**config.mk**
```make
export PLATFORM = sky130hd
export DESIGN_NAME = mix_shift_seq
export DESIGN_NICKNAME = d
export VERILOG_FILES = /design/src/rtl/mix_pkg.sv /design/src/rtl/mix_shift_step.sv /design/src/rtl/mix_shift_seq.sv
export SDC_FILE = /design/constraint.sdc
export NUM_CORES = 1
export LEC_CHECK = 0
export BUFFER_PORTS_ARGS = -buffer_cell sky130_fd_sc_hd__buf_2
export CORE_MARGIN = 5
export CORE_UTILIZATION = 54
export CTS_CLUSTER_DIAMETER = 60
export CTS_CLUSTER_SIZE = 30
export DETAILED_ROUTE_END_ITERATION = 10
export MAX_ROUTING_LAYER = met4
export PLACE_DENSITY = 0.81
export REMOVE_ABC_BUFFERS = 1
export SYNTH_ARGS = -nofsm -noshare
export SYNTH_HDL_FRONTEND = slang
export SYNTH_SLANG_ARGS = --single-unit
export TNS_END_PERCENT = 20
```
**constraint.sdc**
```tcl
create_clock -name clk -period 3.2 [get_ports clk]
set_input_delay 0.16 -clock clk [delete_from_list [all_inputs] [get_ports clk]]
set_output_delay 0.16 -clock clk [all_outputs]
set_load 0.02 [all_outputs]
```
**src/rtl/mix_pkg.sv**
```systemverilog
// Shared definitions for the MIX shift executor: field codes, word geometry,
// sequencer states and the effective-count helper.
package mix_pkg;

    localparam int BYTE_W = 6;
    localparam int NBYTES = 5;
    localparam int MAG_W  = NBYTES * BYTE_W;
    localparam int WORD_W = MAG_W + 1;
    localparam int CNT_W  = 4;

    localparam logic [2:0] F_SLA  = 3'd0;
    localparam logic [2:0] F_SRA  = 3'd1;
    localparam logic [2:0] F_SLAX = 3'd2;
    localparam logic [2:0] F_SRAX = 3'd3;
    localparam logic [2:0] F_SLC  = 3'd4;
    localparam logic [2:0] F_SRC  = 3'd5;

    typedef enum logic [1:0] {
        ST_IDLE  = 2'd0,
        ST_SHIFT = 2'd1,
        ST_FIN   = 2'd2
    } state_e;

    // Single-register shifts saturate at one word, double shifts at two words,
    // rotates only need the residue modulo the ten-byte ring.
    function automatic logic [CNT_W-1:0] eff_count(input logic [2:0] f, input logic [11:0] k);
        case (f)
            F_SLA, F_SRA:   eff_count = (k > 12'd5)  ? 4'd5  : k[3:0];
            F_SLAX, F_SRAX: eff_count = (k > 12'd10) ? 4'd10 : k[3:0];
            F_SLC, F_SRC:   eff_count = 4'(k % 12'd10);
            default:        eff_count = '0;
        endcase
    endfunction

endpackage

```
**src/rtl/mix_shift_step.sv**
```systemverilog
// Combinational one-byte shift/rotate of the rA / rA:rX magnitudes.
// Signs are handled by the caller; unknown field codes pass data through.
module mix_shift_step
    import mix_pkg::*;
(
    input  logic [2:0]       field,
    input  logic [MAG_W-1:0] a_mag,
    input  logic [MAG_W-1:0] x_mag,
    output logic [MAG_W-1:0] a_nxt,
    output logic [MAG_W-1:0] x_nxt
);

    logic [2*MAG_W-1:0] ax;

    always_comb begin
        ax    = {a_mag, x_mag};
        a_nxt = a_mag;
        x_nxt = x_mag;
        case (field)
            F_SLA:  a_nxt = a_mag << BYTE_W;
            F_SRA:  a_nxt = a_mag >> BYTE_W;
            F_SLAX: {a_nxt, x_nxt} = ax << BYTE_W;
            F_SRAX: {a_nxt, x_nxt} = ax >> BYTE_W;
            F_SLC:  {a_nxt, x_nxt} = {ax[2*MAG_W-BYTE_W-1:0], ax[2*MAG_W-1 -: BYTE_W]};
            F_SRC:  {a_nxt, x_nxt} = {ax[BYTE_W-1:0], ax[2*MAG_W-1:BYTE_W]};
            default: ;
        endcase
    end

endmodule

```
**src/rtl/mix_shift_seq.sv**
```systemverilog
// Sequential MIX shift executor (SLA/SRA/SLAX/SRAX/SLC/SRC), one byte per clock.
// a_out/x_out double as the working registers and hold the result after done.
module mix_shift_seq
    import mix_pkg::*;
(
    input  logic              clk,
    input  logic              rst,
    input  logic              start,
    input  logic [2:0]        field,
    input  logic [12:0]       m,
    input  logic [WORD_W-1:0] a_in,
    input  logic [WORD_W-1:0] x_in,
    output logic              busy,
    output logic              done,
    output logic              illegal,
    output logic [WORD_W-1:0] a_out,
    output logic [WORD_W-1:0] x_out
);

    // Handshake: start is taken only in IDLE; busy rises the cycle after acceptance
    // and stays high through the single-cycle done pulse, when results are valid.
    state_e            state_q, state_d;
    logic [WORD_W-1:0] a_q, a_d, x_q, x_d;
    logic [CNT_W-1:0]  cnt_q, cnt_d;
    logic [2:0]        field_q, field_d;
    logic              busy_q, busy_d, done_q, done_d, illegal_q, illegal_d;
    logic              legal;
    logic [MAG_W-1:0]  a_step, x_step;

    mix_shift_step u_step (
        .field (field_q),
        .a_mag (a_q[MAG_W-1:0]),
        .x_mag (x_q[MAG_W-1:0]),
        .a_nxt (a_step),
        .x_nxt (x_step)
    );

    always_comb begin
        state_d   = state_q;
        a_d       = a_q;
        x_d       = x_q;
        cnt_d     = cnt_q;
        field_d   = field_q;
        illegal_d = 1'b0;
        legal     = (field <= F_SRC) && !m[12];
        case (state_q)
            ST_IDLE: begin
                if (start) begin
                    a_d       = a_in;
                    x_d       = x_in;
                    field_d   = field;
                    cnt_d     = legal ? eff_count(field, m[11:0]) : '0;
                    illegal_d = !legal;
                    state_d   = (cnt_d != '0) ? ST_SHIFT : ST_FIN;
                end
            end
            ST_SHIFT: begin
                a_d   = {a_q[WORD_W-1], a_step};
                x_d   = {x_q[WORD_W-1], x_step};
                cnt_d = cnt_q - 1'b1;
                if (cnt_q == 4'd1) state_d = ST_FIN;
            end
            ST_FIN:  state_d = ST_IDLE;
            default: state_d = ST_IDLE;
        endcase
        busy_d = (state_d != ST_IDLE);
        done_d = (state_d == ST_FIN);
    end

    always_ff @(posedge clk or posedge rst) begin
        if (rst) begin
            state_q   <= ST_IDLE;
            a_q       <= '0;
            x_q       <= '0;
            cnt_q     <= '0;
            field_q   <= '0;
            busy_q    <= 1'b0;
            done_q    <= 1'b0;
            illegal_q <= 1'b0;
        end else begin
            state_q   <= state_d;
            a_q       <= a_d;
            x_q       <= x_d;
            cnt_q     <= cnt_d;
            field_q   <= field_d;
            busy_q    <= busy_d;
            done_q    <= done_d;
            illegal_q <= illegal_d;
        end
    end

    assign busy    = busy_q;
    assign done    = done_q;
    assign illegal = illegal_q;
    assign a_out   = a_q;
    assign x_out   = x_q;

endmodule
```
Word level (Yosys, flattened, before mapping):

Cells that the tools add are included.

* bitwise gates (word level): 1
* reduce and logical (&&, ||, !) cells: 20
* order comparisons: 3
* equality and inequality tests: 16
* shift operators: 0
* add/sub/neg operators: 1
* div/mod/pow operators: 1
* multiplexer cells: 20
* multipliers: 0

Operators by type and width (count)
* 31-bit case mux with 2 select lines: 2
* 30-bit case mux with 4 select lines: 1
* 30-bit case mux with 3 select lines: 1
* 31-bit two-way mux: 2
* 4-bit two-way mux: 6
* 3-bit by 2-bit == test with 1-bit output (second input constant): 4
* 3-bit == test (second input constant): 4
* 12-bit by 3-bit greater-than comparator with 1-bit output (second input constant): 1
* 12-bit by 4-bit greater-than comparator with 1-bit output (second input constant): 1
* 12-bit by 4-bit modulo with 12-bit output (second input constant): 1
* 4-bit case mux with 3 select lines: 1
* 2-bit OR reduction: 6
* 3-bit AND reduction: 3
* 4-bit case mux with 2 select lines: 1
* 3-bit by 1-bit == test with 1-bit output (second input constant): 2
* 3-bit logical NOT: 2
* 2-bit two-way mux: 3
* 5-bit by 3-bit != test with 1-bit output (second input constant): 1
* 4-bit by 1-bit == test with 1-bit output (second input constant): 1
* 4-bit by 2-bit != test with 1-bit output (second input constant): 1
* 2-bit case mux with 2 select lines: 1
* 2-bit AND reduction: 2
* 2-bit nonzero test: 2
* 4-bit nonzero test: 1
* 10 further kinds: 12

* bits in writable memories: 0
* bits in latches: 0
* word-level logic and storage cells: 72
* memories kept: 0
* bits in registers: 74
* memory bits (read-only): 0

Longest topological paths before layout:

Gate-level depths: netlist (run 1).

* word-level depth: 11
* mapped depth: 18
* gate-level depth less buffers: 16

By module:

Synthesis (run 1) repeated with hierarchy kept, for this count alone.

* cell total of the unflattened synthesis: 804
* area, all modules: 6324.8 um^2

Modules (own cells, without submodules)
* mix_shift_seq: sequential area each 1851.8 um^2, instances 1, cells an instance 572, area an instance 4466.8 um^2
* mix_shift_step: sequential area each 0.0 um^2, instances 1, cells an instance 232, area an instance 1858.0 um^2

Worst setup path before layout (run 1):

Ideal clock, no wire load.

* path kind: input port to flip-flop
* from: input m[9]
* to: register cnt_q[3]
* cell stages on the path: 18
* setup time: 0.123 ns
* arrival: 3.360 ns
* setup slack: -0.283 ns
* required time: 3.077 ns
* cells stage by stage: buf_4 > or3b_4 > a31oi_4 > a211o_2 > a211oi_2 > a311oi_4 > o21a_2 > buf_6 > xnor2_2 > nor2_1 > o21ai_0 > o31ai_1 > ha_1 > nand4b_1 > nand4b_1 > nor3_1 > o31ai_4 > o221a_1

* longest elaborated chain between the ends: 8

Ends and longest elaborated chain
* start, declared: RTL line mix_shift_seq.sv:10 `input logic [12:0] m,`
* branches (longest 2 deep; another with 12-bit by 4-bit modulo with 12-bit output)
* 4-bit case mux with 3 select lines *: RTL line mix_pkg.sv:27 `case (f)`
* 4-bit two-way mux *: RTL line mix_shift_seq.sv:48 `if (start) begin`
* 4-bit two-way mux *: RTL line mix_shift_seq.sv:46 `case (state_q)`
* 4-bit two-way mux *: RTL line mix_shift_seq.sv:52 `cnt_d = legal ? eff_count(field, m[11:0]) : '0;`
* 4-bit two-way mux *: RTL line mix_shift_seq.sv:48
* 4-bit case mux with 2 select lines *: RTL line mix_shift_seq.sv:46
* end signal, assigned: RTL line mix_shift_seq.sv:84 `cnt_q <= cnt_d;`
* end, declared: RTL line mix_shift_seq.sv:24 `logic [CNT_W-1:0] cnt_q, cnt_d;`

Every way passes the cells marked *. The select of a mux whose other input is x is not followed.
A chain may end at the register's enable or synchronous reset.

Worst setup path after layout (run 1):

* from: input m[10]
* to: register cnt_q[3]

Same word-level chain as after synthesis.

==> impl_metrics.py, run 1 <==
metrics = {
    "pwr": {
        "ir_worst_vdd_v": 0.0004315,
        "power.density_mw_per_mm2": 899.0,
        "power_w": 0.006601,
        "leakage_nw": 3.439,
    },
    "cells_and_area": {
        "drive_gt1_share_pct": 32.69,
        "utilization_pct": 71.76,
        "syn_to_final_growth_pct": 31.01,
        "nets": 963,
    },
    "drt": {
        "detail_route.vias_per_cell": 6.128,
        "drc": 0,
        "vias": 6257,
        "wirelength_um": 18260,
        "avgRoutedWirePerCell_um": 17.89,
        "final_antenna_net_count": 0,
        "initialDrtViolationCount": 565,
        "drt_pre_antenna_iters": 5,
    },
    "synth": {
        "ys_seq_area_share_pct": 33.04,
        "ys_types": 87,
        "yosys.area.top_type": "dfrtp_1",
        "syn_inst": 704,
        "synth_top_area_share_pct": 33.04,
        "yosysWarnings": 0,
        "syn-mean-instance-area_sq_um": 7.960,
        "synth_edf_count": 0,
        "synth_commonest_cells": "nand2_1 (109), o21ai_0 (92), dfrtp_1 (74)",
        "synth_ff_type": "dfrtp_1",
        "synthTopCellsByArea": "dfrtp_1 (33%), mux2i_1 (8.9%), o21ai_0 (8.2%), nand2_1 (7.3%), a21oi_1 (5.3%)",
        "synth_most_common_cell": "nand2_1",
        "syn_area_sq_mm": 0.005604,
        "ys_seq_elements": 74,
        "synthArstFlopShare_pct": 100.0,
    },
    "placement": {
        "gp_congestion": 0.8966,
        "dp_slack_ns": -0.5745,
        "hpwl_um": 12830,
        "port_buffers": 145,
    },
    "critical_path": {
        "cp_top_family": "compound AO/OA/AOI/OAI gates",
        "setup.worst_path.start_class": "input port",
        "cp_num_cells": 18,
        "critPathKind": "in -> reg",
        "r2r-start": "field_q[1]$_DFFE_PP0P_",
        "r2r_cells": 7,
        "r2r-end": "x_out[27]$_DFFE_PP0P_",
        "critPathCaptureType": "register",
        "cp.buffers_inverters": 2,
        "cp_max_fo": 9,
        "slowest_stage": "a211oi_4",
        "required_ns": 3.48,
        "path_cells": "buf_8, and2b_2, xnor2_4, a211oi_4, nand3_2, a311oi_4, buf_4, o211ai_2, nand3_1, nand3_2, o21ai_1, o31ai_1, ha_2, nand4b_1, nand4b_1, o21a_1, o31ai_4, o221a_1",
        "r2r_slack_ns": 0.90,
        "crit_path_max_incr_delay_ns": 0.43,
        "cp.arrival_ns": 3.55,
    },
    "sta": {
        "fin_crit_sh_pct": 102.1,
        "fin_ws_ns": -0.06645,
        "relSlewSlack_pct": 31.11,
        "fmax_mhz": 306.1,
        "hold_violations": 0,
        "setup_tns_ns": -0.2230,
        "drv_slew": 0,
        "setup_viol": 4,
        "worst-slew-pin-transition_ns": 1.033,
        "post-route-min-period_ns": 3.266,
        "fin_worst_skew_ns": 0.01160,
        "rsz0062_at_grt": "true",
    },
    "clock_tree": {
        "clockBufferDepth": 2,
        "cts-root-buf": "clkbuf_8",
        "cts_tree": "done",
        "cts_sinks": 74,
        "cts_made_buffers": 9,
        "cts.htree.levels": 3,
        "insertion_delay_ns": 0.36,
        "clkTransAtPathRegs_ns": 0.08,
    },
    "global_routing": {
        "grt.total_usage_pct": 29.61,
        "grt_pass1_vias": 6096,
        "grt_util_met3_pct": 4.674,
        "antenna_found_initial": 1,
        "grt-ovfl-total": 0,
        "globalRouteMet1Util_pct": 37.20,
        "grt_pass1_wl_um": 30040,
        "grt_start_max_net_pins": 107,
        "busiest_layer": "met2",
        "use_met2_pct": 47.68,
    },
    "hold_path": {
        "hp-start": "field[0]",
        "worstHoldEndpoint": "field_q[0]$_DFFE_PP0P_",
        "min_path_cells": 3,
        "min_path_type": "in -> reg",
    },
    "floorplan": {
        "io_pins": 146,
        "core_area_sq_mm": 0.01023,
        "die-area_sq_mm": 0.01251,
        "die_x_um": 111.9,
        "chipHeight_um": 111.9,
        "num_rows": 37,
        "initial_utilization_pct": 54.78,
    },
    "flow_run": {
        "maxCapViolCount": 0,
    },
    "outcome": {
        "outcome": "complete, but fails checks",
        "violations": "setup timing",
    },
}
## power breakdown
group,switching [W],internal (W),leakage [nW],total (W)
Combinational,0.00233,0.00143,2.40,0.00376
Clock,0.000365,0.000540,0.119,0.000905
Sequential,0.000547,0.00139,0.916,0.00194
## worst min-delay path, cell delays in order
cell and delay (ns):
buf_2 0.09, nand2_1 0.04, o21ai_0 0.06
## per-stage QoR
step / area, sq um / hold slack, ns / std cells
global placement: 6808 / 0.2572 / 998
CTS: 7273 / 0.01045 / 1020
finish: 7342 / 0.02188 / 1021
detailed placement: 6808 / 0.2636 / 998
global route: 7342 / 0.01590 / 1021
floorplan: 5373 / 0.2654 / 650
## registers in the layout (all words and copies together), names as in the netlist
register,flops
a_out,31
busy,1
cnt_q,4
done,1
field_q,3
illegal,1
state_q,2
x_out,31
## routing by layer
| metal | vias up | wire, um |
|---|---|---|
| met3 | 69 | 1379 |
| met2 | 314 | 8802 |
| li1 | 2907 | - |
| met5 | - | 0 |
| met1 | 2967 | 7436 |
| met4 | 0 | 642 |
## repair_timing
action,in CTS,in global routing
pin swaps,18,11
gates cloned,0,0
setup buffers,5,0
endpoints found under the hold margin,74,0
gates resized for setup,34,15
endpoints found under the setup margin,5,6
hold buffers,1,0
## layout by cell type (no fill, tap or decap), types with 4 or more instances in the layout
cell type / netlist / final
a211oi_1: 6 / 5
a21oi_1: 59 / 57
a221o_1: 8 / 8
a22o_1: 8 / 8
a31oi_1: 4 / 4
buf_2: 5 / 140
buf_4: 2 / 73
clkbuf_8: 0 / 10
dfrtp_1: 74 / 74
inv_1: 14 / 12
mux2i_1: 50 / 50
nand2_1: 109 / 107
nand2b_1: 7 / 6
nand3_1: 11 / 9
nand4_1: 5 / 5
nor2_1: 69 / 67
nor3_1: 7 / 6
o211ai_1: 8 / 8
o21a_1: 6 / 6
o21ai_0: 92 / 88
o21ai_1: 6 / 9
o22ai_1: 4 / 4
o31a_1: 7 / 7
or3_1: 5 / 5
## kinds of logic (layout without fill, tap and decap cells)
kind of cell | after synthesis | after routing | synth area share, %
AND/OR/NAND/NOR | 248 | 248 | 20.36
AO/OA/AOI/OAI | 254 | 254 | 30.74
multiplexers | 51 | 51 | 9.131
other | 0 | 1 | 0
adder cells (fa/ha/maj) | 3 | 3 | 0.6699
XOR/XNOR | 5 | 5 | 0.9156
flip-flops | 74 | 74 | 33.04
buffers and inverters | 69 | 249 | 5.135
## how the worst max path moves through the flow
stage / start / endpoint / slack, ns
floorplan: m[8] / cnt_q[3]$_DFFE_PP0P_ / -0.22
global placement: m[7] / cnt_q[3]$_DFFE_PP0P_ / -0.40
detailed placement: m[7] / cnt_q[3]$_DFFE_PP0P_ / -0.57
CTS: m[7] / cnt_q[3]$_DFFE_PP0P_ / -0.03
global route: m[10] / cnt_q[3]$_DFFE_PP0P_ / -0.21
finish: m[10] / cnt_q[3]$_DFFE_PP0P_ / -0.07
## final cells by class
cell class              count  area (sq um)
repair buffers            218          1308
diodes                      1         2.502
clock inverters             6         113.9
inverters                  15         56.30
multi-input cells         561          3702
fillers                   790          2889
flip-flops and latches     74          1852
well taps                 136         170.2
clock buffers              10         137.6
Note: power is estimated with default switching activity, not from simulation.
==> run 2: changes to the inputs <==
- GPL_TIMING_DRIVEN: not set -> 0
- HOLD_SLACK_MARGIN: not set -> 0.15
==> run 2 against run 1 <==
Net effect: the flow still finishes with violations (setup timing); setup slack worse by 0.14 ns; register-to-register slack worse by 0.73 ns; via count increased by 4.2%; core utilization up 4.2 points; die area is the same; critical path type unchanged.
==> impl_metrics.py, run 2 (synthesis gave the netlist of run 1 again) <==
metrics = {
    "outcome": {
        "outcome": "complete, but fails checks",
        "violations": "setup timing",
    },
    "placement": {
        "port_buffers": 145,
        "gp_congestion": 0.9244,
        "hpwl_um": 12150,
    },
    "sta": {
        "setup_tns_ns": -0.8512,
        "drv_slew": 0,
        "relSlewSlack_pct": 37.07,
        "whs_ns": 0.1610,
        "fmax_mhz": 293.2,
        "rsz0062_at_grt": "true",
        "fin_worst_skew_ns": 0.006404,
        "post-route-min-period_ns": 3.410,
        "worst-slew-pin-transition_ns": 0.9429,
        "setup_viol": 5,
        "fin_crit_sh_pct": 106.6,
        "hold_violations": 0,
        "fin_ws_ns": -0.2101,
    },
    "drt": {
        "detail_route.vias_per_cell": 6.263,
        "initialDrtViolationCount": 624,
        "vias": 6520,
        "drt_pre_antenna_iters": 7,
        "wirelength_um": 19440,
        "drc": 0,
        "avgRoutedWirePerCell_um": 18.67,
        "final_antenna_net_count": 0,
    },
    "cells_and_area": {
        "syn_to_final_growth_pct": 38.76,
        "final_cell_mix": "buf_2 (139), nand2_1 (106), o21ai_0 (90)",
        "drive_gt1_share_pct": 29.76,
        "nets": 983,
        "utilization_pct": 76.01,
        "mostFrequentLayoutCell": "buf_2",
    },
    "floorplan": {
        "chipHeight_um": 111.9,
        "die-area_sq_mm": 0.01251,
        "num_rows": 37,
        "die_x_um": 111.9,
        "core_area_sq_mm": 0.01023,
        "initial_utilization_pct": 54.78,
        "io_pins": 146,
    },
    "global_routing": {
        "antenna_found_initial": 1,
        "grt.total_usage_pct": 30.77,
        "grt_pass1_vias": 6232,
        "grt_pass1_wl_um": 31110,
        "grt_start_max_net_pins": 65,
        "grt-ovfl-total": 0,
    },
    "critical_path": {
        "critPathKind": "in -> reg",
        "required_ns": 3.48,
        "critPathCaptureType": "register",
        "slowest_stage": "a311oi_4",
        "cp_max_fo": 9,
        "setup.worst_path.start_class": "input port",
        "path_cells": "buf_12, and2b_2, xnor2_4, a211oi_4, nand2_2, a311oi_4, buf_4, o21ai_4, nand3_1, a21oi_2, o31ai_2, ha_2, nand4b_1, nand4b_1, buf_4, nor3_4, o31ai_4, o221a_1",
        "crit_path_max_incr_delay_ns": 0.46,
        "cp.arrival_ns": 3.69,
    },
    "pwr": {
        "power.density_mw_per_mm2": 847.4,
        "leakage_nw": 3.523,
        "ir_worst_vdd_v": 0.0004626,
    },
    "flow_run": {
        "maxCapViolCount": 0,
    },
    "clock_tree": {
        "cts_tree": "done",
        "cts.htree.levels": 3,
        "cts-root-buf": "clkbuf_8",
        "clockBufferDepth": 2,
        "clkTransAtPathRegs_ns": 0.07,
        "cts_sinks": 74,
        "cts_made_buffers": 9,
        "insertion_delay_ns": 0.34,
    },
    "hold_path": {
        "min_path_type": "in -> reg",
    },
}
## run 2: cell count changes in the layout (fill, tap and decap cells not counted), moves of 3 or more
cell           change
dlygate4sd3_1     +51
buf_4             -37
buf_16             +4
o21ai_1            -4
buf_12             +3
bufinv_16          -3
nor2_4             +3
## run 2: metal layers
metal / wire length, um / GRT usage (%)
met5: 0 / -
met4: 689 / 12.90
met3: 1628 / 5.380
met2: 9599 / 51.28
met1: 7519 / 36.76
## run 2: final timing paths
| kind | from | endpoint | slack, ns | cells after the start |
|---|---|---|---|---|
| max | m[10] | cnt_q[3]$_DFFE_PP0P_ | -0.21 | 18 |
| min | a_in[22] | a_out[22]$_DFFE_PP0P_ | 0.16 | 3 |
| max reg2reg | field_q[0]$_DFFE_PP0P_ | a_out[14]$_DFFE_PP0P_ | 0.17 | 7 |
| min reg2reg | x_out[30]$_DFFE_PP0P_ | x_out[30]$_DFFE_PP0P_ | 0.49 | 2 |
| max in group asynchronous | rst | x_out[11]$_DFFE_PP0P_ | 2.31 | 4 |
| min in group asynchronous | rst | a_out[12]$_DFFE_PP0P_ | 0.33 | 3 |
## run 2: worst max-delay path: cells and delay by family
kind / cells / cell delay, ns
adder cells (fa/ha/maj): 1 / 0.20
AO/OA/AOI/OAI: 7 / 1.92
XOR/XNOR: 1 / 0.16
buffers and inverters: 3 / 0.44
AND/OR/NAND/NOR: 6 / 0.80
## run 2: through the flow
stage               setup slack, ns  area, sq um  instances  total power [W]
CTS                         -0.1317         7531       1029         0.006416
finish                      -0.2101         7776       1041         0.006590
detailed placement           -1.069         6422        936         0.005566
floorplan                   -0.2245         5373        650         0.004285
global placement             -1.085         6269        931         0.005314
global route                -0.3060         7776       1041         0.007044
## run 2: layout make-up
class	instances	area, sq um
multi-input cells	562	3801
clock buffers	14	172.7
well taps	136	170.2
fillers	669	2455
flip-flops and latches	74	1852
repair buffers	237	1698
clock inverters	2	10.01
diodes	1	2.502
inverters	15	70.07
## run 2: what timing repair did
item,in CTS,in global routing
buffers inserted,24,10
gates cloned,1,0
hold buffers,52,0
hold endpoints to repair,117,0
endpoints found under the setup margin,5,6
pin swaps,24,18
resized for setup,47,25
## run 2: power breakdown
part / internal [W] / switching (W)
Sequential: 0.00139 / 0.000590
Combinational: 0.00154 / 0.00239
Clock: 0.000344 / 0.000332
Total: 0.00327 / 0.00332
==> run 3: changes to the inputs <==
- CORE_MARGIN: 5 -> 10
- GPL_ROUTABILITY_DRIVEN: not set -> 0
==> run 3 against run 2 <==
Net effect: the run still ends with setup timing left; clock-buffer cell count down 4; final area up 2.3%; sequential share of layout area down 0.54 points; setup slack worse by 0.21 ns; via count up 4.6%; clock power up 25%; maximum frequency down 5.8%; die area up 19%; core utilization up 1.7 points; power up 3.7%; sequential cell count unchanged; largest power group unchanged; highest routed layer unchanged.
==> impl_metrics.py, run 3 (synthesis gave the netlist of run 1 again) <==
metrics = {
    "outcome": {
        "outcome": "complete, but fails checks",
        "violations": "setup timing",
    },
    "drt": {
        "wirelength_um": 22270,
        "drc": 0,
        "final_antenna_net_count": 0,
        "avgRoutedWirePerCell_um": 21.09,
        "drt_pre_antenna_iters": 9,
        "vias": 6823,
        "initialDrtViolationCount": 1027,
        "detail_route.vias_per_cell": 6.461,
    },
    "critical_path": {
        "r2r_slack_ns": 0.09,
        "required_ns": 3.51,
        "crit_path_max_incr_delay_ns": 0.68,
        "critPathCaptureType": "register",
        "cp.arrival_ns": 3.93,
        "r2r-start": "field_q[0]$_DFFE_PP0P_",
        "r2r_cells": 7,
        "r2r-end": "a_out[11]$_DFFE_PP0P_",
        "slowest_stage": "a2111oi_2",
        "critPathKind": "in -> reg",
        "cp_max_fo": 7,
        "setup.worst_path.start_class": "input port",
        "path_cells": "buf_12, and2b_2, xnor2_4, a211oi_4, buf_4, nor4_2, o21ai_1, nand4_4, buf_4, o21ai_0, o21ai_0, a2111oi_2, nor3_2, o31ai_4, o221a_1",
    },
    "pwr": {
        "p_int_w": 0.003371,
        "comb_power_share_pct": 58.8,
        "ir_worst_vdd_v": 0.0004674,
        "clkPwrFrac_pct": 12.3,
        "power.share.sequential_pct": 28.9,
        "power.switching_w": 0.003463,
        "power.density_mw_per_mm2": 859.1,
        "sw_frac_of_total_pct": 50.67,
        "leakage_nw": 3.618,
    },
    "placement": {
        "hpwl_um": 12610,
        "port_buffers": 145,
        "dpl-instance-area_sq_mm": 0.006425,
        "dp_cells": 936,
    },
    "global_routing": {
        "grt_start_max_net_pins": 103,
        "antenna_found_initial": 0,
        "grt_pass1_vias": 6335,
        "grt_pass1_wl_um": 32060,
        "grt.total_usage_pct": 27.13,
        "grt-ovfl-total": 0,
    },
    "hold_path": {
        "min_path_cells": 4,
        "hp-start": "a_in[4]",
        "min_path_type": "in -> reg",
        "worstHoldEndpoint": "a_out[4]$_DFFE_PP0P_",
    },
    "cells_and_area": {
        "fillers": 673,
        "fin_cells": 1056,
        "drive_gt1_share_pct": 30.47,
        "nets": 998,
        "finalInstanceArea_sq_mm": 0.007955,
        "mostFrequentLayoutCell": "buf_2",
        "syn_to_final_growth_pct": 41.95,
        "final_cell_mix": "buf_2 (139), nand2_1 (104), o21ai_0 (89)",
    },
    "floorplan": {
        "core_area_sq_mm": 0.01023,
        "num_rows": 37,
        "die_x_um": 121.9,
        "die-area_sq_mm": 0.01485,
        "initial_utilization_pct": 54.78,
        "io_pins": 146,
        "chipHeight_um": 121.9,
    },
    "clock_tree": {
        "clockBufferDepth": 2,
        "cts_tree": "done",
        "insertion_delay_ns": 0.37,
        "cts_made_buffers": 9,
        "cts.htree.levels": 3,
        "clkTransAtPathRegs_ns": 0.09,
        "cts-root-buf": "clkbuf_8",
        "cts_sinks": 74,
    },
    "sta": {
        "post-route-min-period_ns": 3.620,
        "fin_ws_ns": -0.4203,
        "fmax_mhz": 276.2,
        "setup_viol": 6,
        "worst-slew-pin-transition_ns": 0.9928,
        "fin_worst_skew_ns": 0.01559,
        "whs_ns": 0.1550,
        "rsz0062_at_grt": "true",
        "hold_violations": 0,
        "setup_tns_ns": -1.857,
        "fin_crit_sh_pct": 113.1,
        "drv_slew": 0,
        "relSlewSlack_pct": 33.74,
    },
    "flow_run": {
        "maxCapViolCount": 0,
    },
}
-- run 3: changes by cell type in the layout (fill, tap and decap cells not counted), moves of 2 or more --
cell           change
dlygate4sd3_1      +8
clkbuf_8           -3
buf_4              +4
bufinv_16          +2
nand2_1            -2
buf_12             +3
-- run 3: layer usage --
| layer | part of all wire (%) | global-route usage, % |
|---|---|---|
| met1 | 38 | 31.50 |
| met2 | 48 | 44.95 |
| met3 | 9.3 | 4.764 |
| met4 | 5.4 | 12.15 |
| met5 | 0 | - |
-- run 3: worst max-delay path, delay by kind of cell --
kind                      cells  cell delay (ns)
and+or+nand+nor               4             0.56
buffers and inverters         3             0.50
AOI/OAI and AO/OA             7             2.52
xor gates and xnor gates      1             0.18
-- run 3: stage by stage --
| step | setup WS (ns) | util (%) | power, W |
|---|---|---|---|
| after floorplan | -0.2245 | - | 0.004285 |
| after global placement | -1.061 | 61.27 | 0.005353 |
| after detailed placement | -0.8875 | 62.80 | 0.005598 |
| after CTS | -0.1316 | 74.47 | 0.006596 |
| after global routing | -0.4780 | 77.73 | 0.007269 |
| final | -0.4203 | 77.75 | 0.006834 |
-- run 3: how the worst max path moves through the flow --
stage / from / end / slack [ns] / depth (start not counted)
3_3_place_gp: field_q[2]$_DFFE_PP0P_ / x_out[18]$_DFFE_PP0P_ / -1.06 / 3
5_1_grt: m[4] / cnt_q[3]$_DFFE_PP0P_ / -0.48 / 16
6_report: m[10] / cnt_q[3]$_DFFE_PP0P_ / -0.42 / 15
2_1_floorplan: m[8] / cnt_q[3]$_DFFE_PP0P_ / -0.22 / 16
3_5_place_dp: m[8] / cnt_q[3]$_DFFE_PP0P_ / -0.89 / 17
4_1_cts: m[8] / cnt_q[3]$_DFFE_PP0P_ / -0.13 / 17
-- run 3: cell type report --
cell class	instances	area (sq um)	area share [%]
Multi-Input combinational cell	561	3776	47.47
Antenna cell	1	2.502	0.03146
Clock buffer	10	127.6	1.604
Inverter	15	70.07	0.8808
Tap cell	136	170.2	2.139
Timing Repair Buffer	253	1867	23.47
Clock inverter	6	90.09	1.132
Sequential cell	74	1852	23.28
-- run 3: power by group through the flow --
stage / registers (W) / clock network [W] / logic [W]
4_1_cts: 0.00195 / 0.000835 / 0.00381
5_1_grt: 0.00203 / 0.000883 / 0.00435
3_5_place_dp: 0.00196 / 0 / 0.00363
2_1_floorplan: 0.00230 / 0 / 0.00199
6_report: 0.00198 / 0.000842 / 0.00402
3_3_place_gp: 0.00193 / 0 / 0.00343
-- run 3: repair_timing --
action | CTS | global route
cloned | 0 | 1
endpoints found under the hold margin | 88 | 0
resized for setup | 50 | 26
endpoints found under the setup margin | 5 | 5
hold buffers | 60 | 0
pin swaps | 21 | 25
buffers inserted | 17 | 25
